$ cat config.mk
export PLATFORM = sky130hd
export DESIGN_NAME = bus_tx_framer
export DESIGN_NICKNAME = d
export VERILOG_FILES = /design/src/rtl/bus_tx_framer.sv
export SDC_FILE = /design/constraint.sdc
export NUM_CORES = 1
export LEC_CHECK = 0
export CAP_MARGIN = 20
export CORE_ASPECT_RATIO = 1.4
export CORE_UTILIZATION = 50
export DETAILED_ROUTE_END_ITERATION = 16
export PLACE_DENSITY = 0.8
export SYNTH_ARGS = -nofsm -noshare
export SYNTH_HDL_FRONTEND = slang
export SYNTH_SLANG_ARGS = --single-unit
$ cat constraint.sdc
create_clock -name clk -period 3.5 [get_ports clk]
set_input_delay 0.525 -clock clk [delete_from_list [all_inputs] [get_ports clk]]
set_output_delay 0.525 -clock clk [all_outputs]
set_load 0.02 [all_outputs]
$ cat src/rtl/bus_tx_framer.sv
// bus_tx_framer: frames queued payload bytes behind a one-byte header on the
// send_valid/send_ready port and pulses ack at end of packet.
// Optional stall timeout is built when TX_TIMEOUT_EN is defined; the
// TIMEOUT_CYC parameter exists only in that build.
module bus_tx_framer #(
    parameter int unsigned FIFO_DEPTH = 16,
    parameter int unsigned LEN_W      = 8
`ifdef TX_TIMEOUT_EN
    , parameter int unsigned TIMEOUT_CYC = 255
`endif
) (
    input  logic             clk,
    input  logic             rst_n,
    input  logic [1:0]       src_id,
    input  logic             req_valid,
    output logic             req_ready,
    input  logic [1:0]       req_dest,
    input  logic [1:0]       req_op,
    input  logic [LEN_W-1:0] req_len,
    input  logic             pay_valid,
    input  logic [7:0]       pay_data,
    output logic             pay_ready,
    output logic             send_valid,
    output logic [7:0]       send_data,
    input  logic             send_ready,
    output logic             ack,
    output logic             busy,
    output logic             err_timeout
);

    localparam int unsigned PTR_W = $clog2(FIFO_DEPTH);
    localparam int unsigned CNT_W = PTR_W + 1;

    localparam logic [1:0] S_IDLE = 2'd0;
    localparam logic [1:0] S_HDR  = 2'd1;
    localparam logic [1:0] S_PAY  = 2'd2;
    localparam logic [1:0] S_DONE = 2'd3;

    logic [1:0]       state, state_d;
    logic [LEN_W-1:0] rem_q, rem_d;
    logic [1:0]       dest_q, op_q;

    logic [7:0]       mem [FIFO_DEPTH];
    logic [PTR_W-1:0] wr_ptr, rd_ptr;
    logic [CNT_W-1:0] count;

    logic fifo_empty, push, pop, hdr_beat, abort;

    assign fifo_empty = (count == '0);
    assign pay_ready  = (count != CNT_W'(FIFO_DEPTH));
    assign push       = pay_valid && pay_ready;
    assign hdr_beat   = (state == S_HDR) && send_ready;
    assign pop        = (state == S_PAY) && !fifo_empty && send_ready;

    // Outputs decoded from state/FIFO registers only; send_ready never feeds them
    assign req_ready  = (state == S_IDLE);
    assign busy       = (state != S_IDLE);
    assign ack        = (state == S_DONE);
    assign send_valid = (state == S_HDR) || ((state == S_PAY) && !fifo_empty);
    assign send_data  = (state == S_HDR) ? {2'b00, dest_q, src_id, op_q} :
                        ((state == S_PAY) && !fifo_empty) ? mem[rd_ptr] : 8'h00;

    // Next-state and remaining-length logic
    always_comb begin
        state_d = state;
        rem_d   = rem_q;
        case (state)
            S_IDLE: begin
                if (req_valid) begin
                    state_d = S_HDR;
                    rem_d   = req_len;
                end
            end
            S_HDR: begin
                if (hdr_beat) begin
                    state_d = (rem_q != '0) ? S_PAY : S_DONE;
                end
            end
            S_PAY: begin
                if (pop) begin
                    rem_d = rem_q - LEN_W'(1);
                    if (rem_q == LEN_W'(1)) begin
                        state_d = S_DONE;
                    end
                end
            end
            default: state_d = S_IDLE;
        endcase
        if (abort) begin
            state_d = S_DONE;
        end
    end

    // State, length and latched header fields
    always_ff @(posedge clk) begin
        if (!rst_n) begin
            state  <= S_IDLE;
            rem_q  <= '0;
            dest_q <= '0;
            op_q   <= '0;
        end else begin
            state <= state_d;
            rem_q <= rem_d;
            if ((state == S_IDLE) && req_valid) begin
                dest_q <= req_dest;
                op_q   <= req_op;
            end
        end
    end

    // FIFO pointers and occupancy; an abort flushes everything queued
    always_ff @(posedge clk) begin
        if (!rst_n || abort) begin
            wr_ptr <= '0;
            rd_ptr <= '0;
            count  <= '0;
        end else begin
            if (push) begin
                wr_ptr <= wr_ptr + PTR_W'(1);
            end
            if (pop) begin
                rd_ptr <= rd_ptr + PTR_W'(1);
            end
            if (push && !pop) begin
                count <= count + CNT_W'(1);
            end else if (pop && !push) begin
                count <= count - CNT_W'(1);
            end
        end
    end

    // FIFO storage, no reset needed since reads are gated by occupancy
    always_ff @(posedge clk) begin
        if (push) begin
            mem[wr_ptr] <= pay_data;
        end
    end

`ifdef TX_TIMEOUT_EN
    localparam int unsigned STALL_W = $clog2(TIMEOUT_CYC + 1);

    logic [STALL_W-1:0] stall_cnt;
    logic               err_q;
    logic               stall;

    assign stall = ((state == S_HDR) || (state == S_PAY)) && send_valid && !send_ready;
    assign abort = stall && (stall_cnt == STALL_W'(TIMEOUT_CYC - 1));
    assign err_timeout = err_q;

    // Stall counter, cleared on any beat or outside the sending states
    always_ff @(posedge clk) begin
        if (!rst_n) begin
            stall_cnt <= '0;
        end else if (abort || hdr_beat || pop ||
                     !((state == S_HDR) || (state == S_PAY))) begin
            stall_cnt <= '0;
        end else if (stall) begin
            stall_cnt <= stall_cnt + STALL_W'(1);
        end
    end

    // Sticky timeout flag, cleared when the next request is taken
    always_ff @(posedge clk) begin
        if (!rst_n) begin
            err_q <= 1'b0;
        end else if ((state == S_IDLE) && req_valid) begin
            err_q <= 1'b0;
        end else if (abort) begin
            err_q <= 1'b1;
        end
    end
`else
    assign abort       = 1'b0;
    assign err_timeout = 1'b0;
`endif

endmodule

Yosys cells after proc, flatten, opt, wreduce, memory -nomap -nowiden
Memories as Yosys holds them, arrays and structs flattened. A register that Yosys moved wholly into a read port is not among the register bits.
Index checks and enable logic that the tools add are counted.
{"block": "totals", "regBits": 27, "mem_bits_rw": 128, "inputBits": 27, "word_cells": 58, "mem_count": 1}
{"name": "mem", "depth": 16, "width": 8, "rd": 1, "rd_clocked_by_memory_dff": 1, "wr": 1, "line": "43", "text": "logic [7:0] mem [FIFO_DEPTH];"}
{"block": "classes", "addsub": 5, "eq_ne": 9, "mux": 17, "n_reduce_logical": 19}
{"operator": "two-way mux 8 bit", "n": 4}
{"operator": "one-hot mux 8 bit (2 select lines)", "n": 1}
{"operator": "two-way mux 5 bit", "n": 2}
{"operator": "adder 4 x 1 -> 4 bit (second input constant)", "n": 2}
{"operator": "== test 8 x 1 -> 1 bit (second input constant)", "n": 1}
{"operator": "two-way mux 2 bit", "n": 4}
{"operator": "two-way mux 4 bit", "n": 2}
{"operator": "nonzero test 8 bit", "n": 1}
{"operator": "subtractor 8 x 1 -> 8 bit (second input constant)", "n": 1}
{"operator": "logical AND 1 bit", "n": 7}
{"operator": "!= test 2 bit (second input constant)", "n": 3}
{"operator": "one-hot mux 2 bit (3 select lines)", "n": 1}
{"operator": "nonzero test 2 bit", "n": 3}
{"operator": "adder 5 x 1 -> 5 bit (second input constant)", "n": 1}
{"operator": "zero test 5 bit", "n": 1}
{"operator": "!= test 5 bit (second input constant)", "n": 1}
{"operator": "subtractor 5 x 1 -> 5 bit (second input constant)", "n": 1}
{"operator": "== test 2 bit (second input constant)", "n": 2}
{"operator": "AND reduction 4 bit", "n": 1}
{"operator": "zero test 1 bit", "n": 3}
{"operator": "two-way mux 1 bit", "n": 3}
{"operator": "AND reduction 3 bit", "n": 1}
{"operator": "== test 2 x 1 -> 1 bit (second input constant)", "n": 1}
{"operator": "zero test 2 bit", "n": 1}
{"operator": "other kinds (2)", "n": 2}

Depth between registers and ports, before layout
Gate-level depths: netlist (run 1).
{"block": "logic_depth", "ltp_word": 7, "ltp_mapped": 11}

Least setup slack after synthesis (run 1)
OpenSTA, ideal clock, no wires.
{"block": "synth_timing", "path_type": "register -> register", "from": "reg count[0]", "to": "reg count[4]", "setup_time_ns": 0.072, "arrival_ns": 2.575, "path_slack_ns": 0.854, "path_stages_with_launch": 10, "synth_period_minus_slack_ns": 2.646, "cell_sequence": "dfxtp_1 > or4_4 > o211ai_2 > ha_1 > inv_1 > fa_1 > a21o_1 > a21oi_1 > mux2i_1 > mux2i_1"}
{"block": "synth_between", "elab_chain_len": 7, "word_cells_on_any_way": 15, "cone_classes": "2 x add/sub; 1 x eq/ne; 2 x mux; 10 x reduce/logical"}
{"item": "start: declaration", "line": "45", "text": "logic [CNT_W-1:0] count;"}
{"item": "start signal: assignment", "line": "125", "text": "count <= count + CNT_W'(1);"}
{"item": "start signal: assignment", "line": "127", "text": "count <= count - CNT_W'(1);"}
{"item": "parallel branches: the longest is 7 deep, another holds subtractor 5 x 1 -> 5 bit"}
Parallel ways; which one is timed is not known. The select of a mux whose other input is x is not followed.
A chain may end at the register's enable or synchronous reset.

Worst setup path after layout (run 1)
{"block": "layout_timing", "from": "reg count[0]", "to": "out send_data[2]"}
{"block": "layout_between", "elab_chain_len": 5}
{"item": "zero test 5 bit", "line": "49", "text": "assign fifo_empty = (count == '0);"}
{"item": "zero test 1 bit", "line": "61", "text": "((state == S_PAY) && !fifo_empty) ? mem[rd_ptr] : 8'h00;"}
{"item": "logical AND 1 bit", "line": "61"}
{"item": "two-way mux 8 bit", "line": "61"}
{"item": "two-way mux 8 bit", "line": "60", "text": "assign send_data = (state == S_HDR) ? {2'b00, dest_q, src_id, op_q} :"}
{"item": "end: declaration", "line": "24", "text": "output logic [7:0] send_data,"}
No other way between the ends.

==> results.tsv, run 1 <==
stage	metric	value	unit
placement	IO Port Bufs	39	
detailed_routing	drt pass-1 iters	5	
timing	Final Skew	0.00670	ns
worst_setup_path	critical path arrival	2.84	ns
power_and_ir_drop	Reg power frac	0.439	
logic_synthesis	Synth area leader	edfxtp_1	
timing	Setup violations, final	0	
worst_setup_path	worst path required time	2.97	ns
worst_setup_path	Setup crit end kind	output pin	
detailed_routing	Iteration-0 DRC Markers	415	
global_routing	GR Util All Layers	0.218	
floorplan	row count	50	
timing	fin crit period	3.36	ns
power_and_ir_drop	Comb pwr share	0.236	
worst_setup_path	crit-path cells	or4_4 > o21ai_1 > or3_1 > o221ai_1 > clkdlybuf4s50_1	
detailed_routing	Vias/cell	5.91	
clock_network	htree depth	4	
power_and_ir_drop	internal power	3.64	mW
logic_synthesis	Synth Cell Area	0.00681	mm2
worst_setup_path	crit start category	register	
logic_synthesis	synthesized instance count	434	
clock_network	Max Root-Sink Buffers	2	
floorplan	die width	101	um
clock_network	clock insertion delay at the later pin of the skew report	0.42	ns
clock_network	TritonCTS clock tree	built	
power_and_ir_drop	P_sw	1.60	mW
timing	Slew Limit Fails	0	
timing	Max transition margin	0.466	
final_layout	layout cells sized above 1	0.208	
detailed_routing	vias	4065	
clock_network	Clock Sinks	159	
timing	setup tns final	0	ns
logic_synthesis	Post-synth top flop	edfxtp_1	
logic_synthesis	Post-synth EDFFs	128	
global_routing	initial antenna violation count	0	
logic_synthesis	Seq/Total Area, Yosys	0.656	
logic_synthesis	Post-Syn Area per Cell	15.7	um2
global_routing	pin count of the biggest net entering global routing	30	
floorplan	Initial Util	0.511	
final_layout	register area	0.00447	mm2
detailed_routing	routed len/inst	20.6	um
worst_setup_path	slowest CP cell	or4_4	
worst_setup_path	critical path buffer and inverter count	1	
floorplan	Ports	41	
detailed_routing	Remaining DRCs	0	
final_layout	Fillers	951	
logic_synthesis	Synth top cells by count	edfxtp_1, mux4_2, dfxtp_1, nor2_1, nand2_1	
worst_setup_path	Worst path top cell family by delay	simple AND/OR/NAND/NOR gates	
timing	Fin Hold WS	0.469	ns
global_routing	Congestion Overflow GR	0	
clock_network	CTS Buf Count	17	
clock_network	CTS Root Cell	clkbuf_16	
logic_synthesis	syn nets	478	
timing	RSZ-0062 raised after global routing	false	
power_and_ir_drop	VDD IR max	0.292	mV
power_and_ir_drop	PD cells	649	mW/mm2
status	status	finished, final reports clean	
clock_network	Post-CTS Setup Inserts	0	
logic_synthesis	most instantiated library cell after synthesis	edfxtp_1	
logic_synthesis	Yosys cell types	55	
final_layout	Layout Cells excl Fill	688	
worst_hold_path	type of the most critical hold path	reg2reg	
clock_network	Clock Pin Slew Worst Setup and Hold Paths	0.06	ns
timing	fmax	0.298	GHz
logic_synthesis	Synth Warn #	0	
placement	placed insts	656	
power_and_ir_drop	clock power share	0.325	
worst_setup_path	crit-path max cell delay	0.66	ns
final_layout	area of the multi-input gates	0.00216	mm2
timing	Worst-Margin Slew	0.800	ns
power_and_ir_drop	static leakage	2.67	nW
placement	DPL Wire Length	9.38	mm
timing	Final Cycle Share	0.960	
detailed_routing	final wirelength	14.2	mm
worst_setup_path	Crit Path Category	reg2out	
timing	Hold Fails Final Rpt	0	
final_layout	Area Growth Syn to Fin	18.6	%
power_and_ir_drop	Net Sw Frac	0.305	
logic_synthesis	Yosys top cell area share	0.565	
floorplan	die area	0.0141	mm2
floorplan	chip height	140	um
global_routing	first-pass GRT wire length	22.4	mm
logic_synthesis	Synth area leaders	edfxtp_1, mux4_2, dfxtp_1	
placement	GP Congestion	0.838	
worst_setup_path	Critical Path Fanout Max	12	
final_layout	antenna diode count	0	
detailed_routing	ANT nets after route	0	
final_layout	# nets final	537	
job	Max-cap violations	0	
global_routing	vias in the first global route	4104	
logic_synthesis	asr flop ratio synth	0	
floorplan	CORE AREA	0.0133	mm2
logic_synthesis	number of synthesized register bits	159	
[metrics by stage]
step                 util  setup slack (ns)  cell area (um2)  power [mW]
floorplan               -             0.854             6810        3.17
global placement    0.564             0.539             7510        3.52
detailed placement  0.564             0.505             7510        3.56
CTS                 0.605            0.0611             8070        5.26
global route        0.605           0.00138             8070        5.48
finish              0.605             0.140             8070        5.24
[worst paths after layout]
kind | startpoint | endpoint | slack, ns | cells past startpoint
min reg2reg | dest_q[1] | dest_q[1] | 0.47 | 2
max reg2reg | count[0] | count[4] | 0.54 | 9
max | count[0] | send_data[2] | 0.14 | 5
min | dest_q[1] | dest_q[1] | 0.47 | 2
[cells by family (layout without fill, tap and decap cells)]
logic type                 Yosys count  after routing  share of synthesized area
buffers and inverters               39            111                     0.0261
other                                1              1                   0.000551
AOI/OAI and AO/OA                   57             57                     0.0610
and+or+nand+nor                     97             97                     0.0723
xor gates and xnor gates             8              8                     0.0103
DFF                                159            159                      0.656
muxes                               56             56                      0.141
adders and majority gates           17             17                     0.0324
[power by group through the flow]
| stage | combinational [mW] | clock (mW) | sequential (mW) |
|---|---|---|---|
| 3_3_place_gp | 1.19 | 0 | 2.32 |
| 2_1_floorplan | 0.872 | 0 | 2.30 |
| 6_report | 1.23 | 1.70 | 2.30 |
| 4_1_cts | 1.24 | 1.73 | 2.30 |
| 5_1_grt | 1.35 | 1.81 | 2.32 |
| 3_5_place_dp | 1.22 | 0 | 2.34 |
[sequential cells by signal (all words and copies together), names as in the netlist, named ones only]
| signal | flops |
|---|---|
| state | 2 |
| op_q | 2 |
| wr_ptr | 4 |
| rd_ptr | 4 |
| mem | 128 |
| rem_q | 8 |
| count | 5 |
| dest_q | 2 |
[cell type report]
class,count,area share
clock buffer,18,0.0532
clock inverter,14,0.0152
inverter,12,0.00558
multi-input combinational,236,0.268
sequential,159,0.554
tap,182,0.0282
timing repair buffer,67,0.0760
[worst min-delay path: stages, from the launching register on]
cell	delay [ns]
dfxtp_1	0.31
nand2_1	0.05
a21oi_1	0.06
[repair_timing]
item                                   4_1_cts  5_1_grt
endpoints found under the hold margin        0        0
hold buffers                                 0        0
gates resized for setup                      0        1
setup endpoints to repair                    0        1
[metal layers]
layer | global-route usage | part of all wire
met1 | 0.264 | 0.39
met2 | 0.375 | 0.53
met3 | 0.0459 | 0.050
met4 | 0.0976 | 0.031
met5 | 0 | 0
[cell usage in the layout (no fill, tap or decap), types with 12 or more instances in the layout]
master           instances
edfxtp_1               128
clkdlybuf4s50_1         39
mux4_2                  32
nor2_1                  30
dfxtp_1                 29
buf_4                   27
nand2_1                 24
mux2i_1                 23
clkbuf_16               17
ha_1                    16
a21oi_1                 15
inv_1                   12
Power figures use the tool's default switching activity.
==> inputs of run 2 (changes only) <==
--- a/config.mk
+++ b/config.mk
@@ -10,6 +10,7 @@
 export CORE_UTILIZATION = 50
 export DETAILED_ROUTE_END_ITERATION = 16
 export PLACE_DENSITY = 0.8
+export RECOVER_POWER = 25
 export SYNTH_ARGS = -nofsm -noshare
 export SYNTH_HDL_FRONTEND = slang
 export SYNTH_SLANG_ARGS = --single-unit
==> run 2 against run 1 <==
Effect of this change: final cell count did not move; core utilization did not move; sequential cell count did not move; critical path type unchanged; critical endpoint unchanged.
==> results.tsv, run 2 (same netlist as run 1, synthesis figures left out) <==
stage	metric	value	unit
status	status	finished, final reports clean	
power_and_ir_drop	VDD IR max	0.293	mV
worst_setup_path	Crit Path Category	reg2out	
detailed_routing	ANT nets after route	0	
global_routing	vias in the first global route	4104	
final_layout	most frequent cells in the layout	edfxtp_1, clkdlybuf4s50_1, mux4_2, nor2_1, dfxtp_1	
clock_network	Post-CTS Hold Fix Bufs	0	
worst_setup_path	critical path arrival	2.83	ns
final_layout	Layout Cells excl Fill	688	
worst_setup_path	Critical Path Fanout Max	12	
worst_setup_path	Setup crit end kind	output pin	
final_layout	# nets final	537	
worst_setup_path	R2R cell count	9	
detailed_routing	Iteration-0 DRC Markers	415	
clock_network	Clock Sinks	159	
global_routing	first-pass GRT wire length	22.4	mm
clock_network	CTS Buf Count	17	
final_layout	Area Growth Syn to Fin	18.6	%
worst_hold_path	type of the most critical hold path	reg2reg	
global_routing	Congestion Overflow GR	0	
worst_setup_path	worst path required time	2.97	ns
final_layout	commonest non-fill, non-tap cell in the layout	edfxtp_1	
clock_network	Post-CTS Setup Inserts	0	
final_layout	Top Registers	mem x128, rem_q x8, count x5	
global_routing	GR Util All Layers	0.218	
clock_network	TritonCTS clock tree	built	
clock_network	CTS Root Cell	clkbuf_16	
placement	placed insts	656	
worst_setup_path	crit-path cells	or4_4 > o21ai_1 > or3_1 > o221ai_1 > clkdlybuf4s50_1	
timing	Slew Limit Fails	0	
worst_setup_path	Worst setup endpoint	send_data[2]	
floorplan	Ports	41	
job	Max-cap violations	0	
detailed_routing	vias	4042	
placement	GP Congestion	0.838	
worst_setup_path	Reg2Reg Launch Point	count[0]	
global_routing	pin count of the biggest net entering global routing	30	
detailed_routing	final wirelength	14.2	mm
timing	Worst-Margin Slew	0.800	ns
worst_setup_path	CP startpoint	count[0]	
detailed_routing	Vias/cell	5.88	
floorplan	CORE AREA	0.0133	mm2
global_routing	initial antenna violation count	0	
worst_setup_path	r2r setup slk	0.54	ns
timing	RSZ-0062 raised after global routing	false	
worst_setup_path	crit start category	register	
detailed_routing	Remaining DRCs	0	
timing	fin crit period	3.35	ns
floorplan	Initial Util	0.511	
clock_network	htree depth	4	
placement	DPL Wire Length	9.38	mm
detailed_routing	drt pass-1 iters	5	
floorplan	die area	0.0141	mm2
final_layout	max reg flops	128	
worst_setup_path	slowest CP cell	or4_4	
clock_network	post-CTS sizing	0	
worst_setup_path	critical path buffer and inverter count	1	
timing	Final Skew	0.00671	ns
final_layout	layout cells sized above 1	0.208	
power_and_ir_drop	PD cells	649	mW/mm2
power_and_ir_drop	static leakage	2.67	nW
timing	fmax	0.298	GHz
detailed_routing	routed len/inst	20.6	um
timing	Max transition margin	0.466	
floorplan	chip height	140	um
timing	Final Cycle Share	0.958	
timing	setup tns final	0	ns
worst_setup_path	CP Depth	5	
worst_setup_path	RR Endpoint	count[4]	
clock_network	Clock Pin Slew Worst Setup and Hold Paths	0.06	ns
worst_setup_path	crit-path max cell delay	0.66	ns
floorplan	row count	50	
final_layout	antenna diode count	0	
final_layout	Largest Register	mem	
clock_network	clock insertion delay at the later pin of the skew report	0.42	ns
floorplan	die width	101	um
timing	Setup violations, final	0	
timing	Hold Fails Final Rpt	0	
clock_network	Max Root-Sink Buffers	2	
placement	IO Port Bufs	39	
worst_setup_path	Worst path top cell family by delay	simple AND/OR/NAND/NOR gates	
-- run 2: cell count changes in the layout (fill, tap and decap cells not counted) --
cell	previous run	this run
clkdlybuf4s50_1	39	34
dlygate4sd3_1	0	5
-- run 2: worst min-delay path, cell delays in order (launching register included) --
cell and delay (ns):
dfxtp_1 0.31, nand2_1 0.05, a21oi_1 0.06
-- run 2: power breakdown --
group | internal (mW) | total, mW | switching (mW)
sequential | 2.17 | 2.30 | 0.125
combinational | 0.534 | 1.23 | 0.700
clock | 0.930 | 1.71 | 0.775
total | 3.64 | 5.24 | 1.60
-- run 2: layout make-up --
| class | instances | area (um2) |
|---|---|---|
| multi-input combinational | 236 | 2160 |
| sequential | 159 | 4470 |
| fill | 951 | 5260 |
| tap | 182 | 228 |
| clock buffer | 18 | 429 |
| inverter | 12 | 45.0 |
| clock inverter | 14 | 123 |
| timing repair buffer | 67 | 613 |
-- run 2: metal layers --
layer / vias up / share of wire / track usage / wire (um)
li1: 1806 / - / - / -
met1: 2047 / 0.40 / 0.264 / 5650
met2: 154 / 0.53 / 0.375 / 7490
met3: 35 / 0.044 / 0.0459 / 620
met4: 0 / 0.031 / 0.0976 / 447
met5: - / 0 / 0 / 0
-- run 2: worst min-delay path by stage --
stage,end,from,depth (start not counted)
after floorplan,dest_q[0],dest_q[0],2
after global routing,dest_q[0],dest_q[0],2
final,dest_q[1],dest_q[1],2
after CTS,op_q[0],op_q[0],2
after global placement,op_q[0],op_q[0],2
after detailed placement,op_q[0],op_q[0],2
-- run 2: per-stage QoR --
step / worst slack (ns) / hold slack [ns] / power [mW] / cell area [um2] / utilization
finish: 0.147 / 0.469 / 5.24 / 8070 / 0.605
global placement: 0.539 / 0.450 / 3.52 / 7510 / 0.564
global route: 0.00138 / 0.491 / 5.48 / 8070 / 0.605
CTS: 0.0611 / 0.470 / 5.26 / 8070 / 0.605
floorplan: 0.854 / 0.437 / 3.17 / 6810 / -
detailed placement: 0.505 / 0.460 / 3.56 / 7510 / 0.564
==> inputs of run 3 (changes only) <==
--- a/config.mk
+++ b/config.mk
@@ -7,9 +7,9 @@
 export LEC_CHECK = 0
 export CAP_MARGIN = 20
 export CORE_ASPECT_RATIO = 1.4
-export CORE_UTILIZATION = 50
+export CORE_UTILIZATION = 45
 export DETAILED_ROUTE_END_ITERATION = 16
-export PLACE_DENSITY = 0.8
+export PLACE_DENSITY = 0.74
 export RECOVER_POWER = 25
 export SYNTH_ARGS = -nofsm -noshare
 export SYNTH_HDL_FRONTEND = slang
==> run 3 against run 2 <==
Effect of this change: final cell count up 0.58%; first-iteration DRC count down 6.0%; hold slack worse by 0.0050 ns; global-route usage down 1.9 points; die area up 11%; critical endpoint is now send_data[7]; register-to-register slack worse by 0.07 ns; sequential power about the same; critical path type unchanged; clock-buffer cell count down 1; combinational power about the same; worst setup slack better by 0.084 ns; total power up 3.1%.
==> results.tsv, run 3 (same netlist as run 1, synthesis figures left out) <==
stage	metric	value	unit
timing	Max transition margin	0.365	
final_layout	commonest non-fill, non-tap cell in the layout	edfxtp_1	
power_and_ir_drop	VDD IR max	0.442	mV
power_and_ir_drop	Reg power frac	0.425	
worst_setup_path	crit start category	register	
detailed_routing	Iteration-0 DRC Markers	390	
floorplan	Ports	41	
detailed_routing	met3 WL post-DR	765	um
worst_setup_path	r2r setup slk	0.47	ns
timing	Final Skew	0.00663	ns
power_and_ir_drop	P_sw	1.61	mW
placement	Placed Area	0.00750	mm2
detailed_routing	vias	4002	
final_layout	post-route cell area	0.00811	mm2
status	status	finished, final reports clean	
clock_network	Post-CTS Hold Fix Bufs	0	
floorplan	die area	0.0156	mm2
global_routing	GR Util All Layers	0.200	
worst_hold_path	WHS Path Cells	2	
floorplan	chip height	148	um
detailed_routing	DRT met1 WL	5.73	mm
timing	RSZ-0062 raised after global routing	false	
detailed_routing	Vias/cell	5.78	
placement	DPL Wire Length	9.82	mm
worst_hold_path	type of the most critical hold path	reg2reg	
clock_network	CTS Root Cell	clkbuf_16	
power_and_ir_drop	internal power	3.79	mW
worst_setup_path	critical path arrival	2.74	ns
final_layout	final core utilization	0.554	
detailed_routing	Max Used Layer	met4	
final_layout	Layout Cells excl Fill	692	
clock_network	clock insertion delay at the later pin of the skew report	0.42	ns
global_routing	pin count of the biggest net entering global routing	29	
clock_network	htree depth	4	
clock_network	CTS Buf Count	17	
clock_network	Clock Pin Slew Worst Setup and Hold Paths	0.06	ns
floorplan	die width	106	um
final_layout	antenna diode count	0	
timing	Slew Limit Fails	0	
timing	Setup violations, final	0	
power_and_ir_drop	clock power share	0.344	
timing	Hold Fails Final Rpt	0	
final_layout	max reg flops	128	
floorplan	CORE AREA	0.0146	mm2
global_routing	Congestion Overflow GR	0	
placement	placed insts	660	
worst_setup_path	Reg2Reg Launch Point	count[0]	
detailed_routing	Remaining DRCs	0	
timing	setup tns final	0	ns
worst_setup_path	Critical Path Fanout Max	10	
final_layout	layout cells sized above 1	0.207	
power_and_ir_drop	PD cells	666	mW/mm2
detailed_routing	ANT nets after route	0	
final_layout	Largest Register	mem	
global_routing	first-pass GRT wire length	22.8	mm
timing	Worst-Margin Slew	0.949	ns
final_layout	# nets final	534	
detailed_routing	routed len/inst	21.1	um
global_routing	vias in the first global route	4099	
clock_network	Clock Sinks	159	
final_layout	most frequent cells in the layout	edfxtp_1, clkdlybuf4s50_1, mux4_2, nor2_1, dfxtp_1	
floorplan	Initial Util	0.465	
timing	fin crit period	3.27	ns
timing	fmax	0.306	GHz
worst_hold_path	Hold Path End	dest_q[1]	
placement	GP Congestion	0.760	
worst_hold_path	hold wc startpoint	dest_q[1]	
power_and_ir_drop	Comb pwr share	0.231	
worst_setup_path	Crit Path Category	reg2out	
worst_setup_path	Setup crit end kind	output pin	
clock_network	TritonCTS clock tree	built	
power_and_ir_drop	Net Sw Frac	0.298	
worst_setup_path	RR Endpoint	count[4]	
detailed_routing	drt pass-1 iters	5	
detailed_routing	final wirelength	14.6	mm
power_and_ir_drop	static leakage	2.70	nW
worst_setup_path	worst path required time	2.97	ns
placement	IO Port Bufs	39	
clock_network	Max Root-Sink Buffers	2	
final_layout	Top Registers	mem x128, rem_q x8, count x5	
floorplan	row count	52	
global_routing	initial antenna violation count	0	
timing	Final Cycle Share	0.934	
final_layout	Area Growth Syn to Fin	19.1	%
worst_setup_path	R2R cell count	9	
job	Max-cap violations	0	
detailed_routing	Met2 Wirelength	7.75	mm
## run 3: worst max-delay path by stage
stage                    to  slack, ns  cells past startpoint
2_1_floorplan      count[4]       0.85                      9
3_3_place_gp   send_data[6]       0.27                      5
3_5_place_dp   send_data[7]       0.33                      5
4_1_cts        send_data[0]        0.1                      6
5_1_grt        send_data[7]       0.04                      5
6_report       send_data[7]       0.23                      5
## run 3: cell type report
type | instances | area, um2
clock buffer | 17 | 425
fill | 1110 | 6530
timing repair buffer | 64 | 591
tap | 189 | 236
sequential | 159 | 4470
multi-input combinational | 236 | 2170
inverter | 12 | 45.0
clock inverter | 15 | 173
## run 3: through the flow
| stage | hold slack, ns | setup WS, ns | power [mW] |
|---|---|---|---|
| 2_1_floorplan | 0.437 | 0.854 | 3.17 |
| 3_3_place_gp | 0.446 | 0.270 | 3.53 |
| 3_5_place_dp | 0.450 | 0.331 | 3.57 |
| 4_1_cts | 0.460 | 0.0987 | 5.42 |
| 5_1_grt | 0.474 | 0.0381 | 5.65 |
| 6_report | 0.464 | 0.231 | 5.40 |
## run 3: timing repair
item	4_1_cts	5_1_grt
endpoints found under the setup margin	2	3
gates resized for setup	1	2
setup buffers	0	0
endpoints found under the hold margin	0	0
## run 3: critical path: stages, from the launching register on
cell             delay (ns)
dfxtp_2                0.56
mux4_2                 0.30
mux2i_1                0.08
o21ai_0                0.17
nor4b_1                0.51
clkdlybuf4s50_1        0.72
## run 3: per-layer routing
layer / global-route usage / vias up
li1: - / 1800
met1: 0.244 / 2016
met2: 0.341 / 158
met3: 0.0331 / 28
met4: 0.101 / 0
met5: 0 / -
## run 3: power groups by stage
| stage | registers (mW) | clock network [mW] | logic (mW) |
|---|---|---|---|
| after floorplan | 2.30 | 0 | 0.872 |
| after global placement | 2.33 | 0 | 1.20 |
| after detailed placement | 2.34 | 0 | 1.24 |
| after CTS | 2.30 | 1.88 | 1.25 |
| after global routing | 2.31 | 1.96 | 1.37 |
| final | 2.30 | 1.86 | 1.25 |
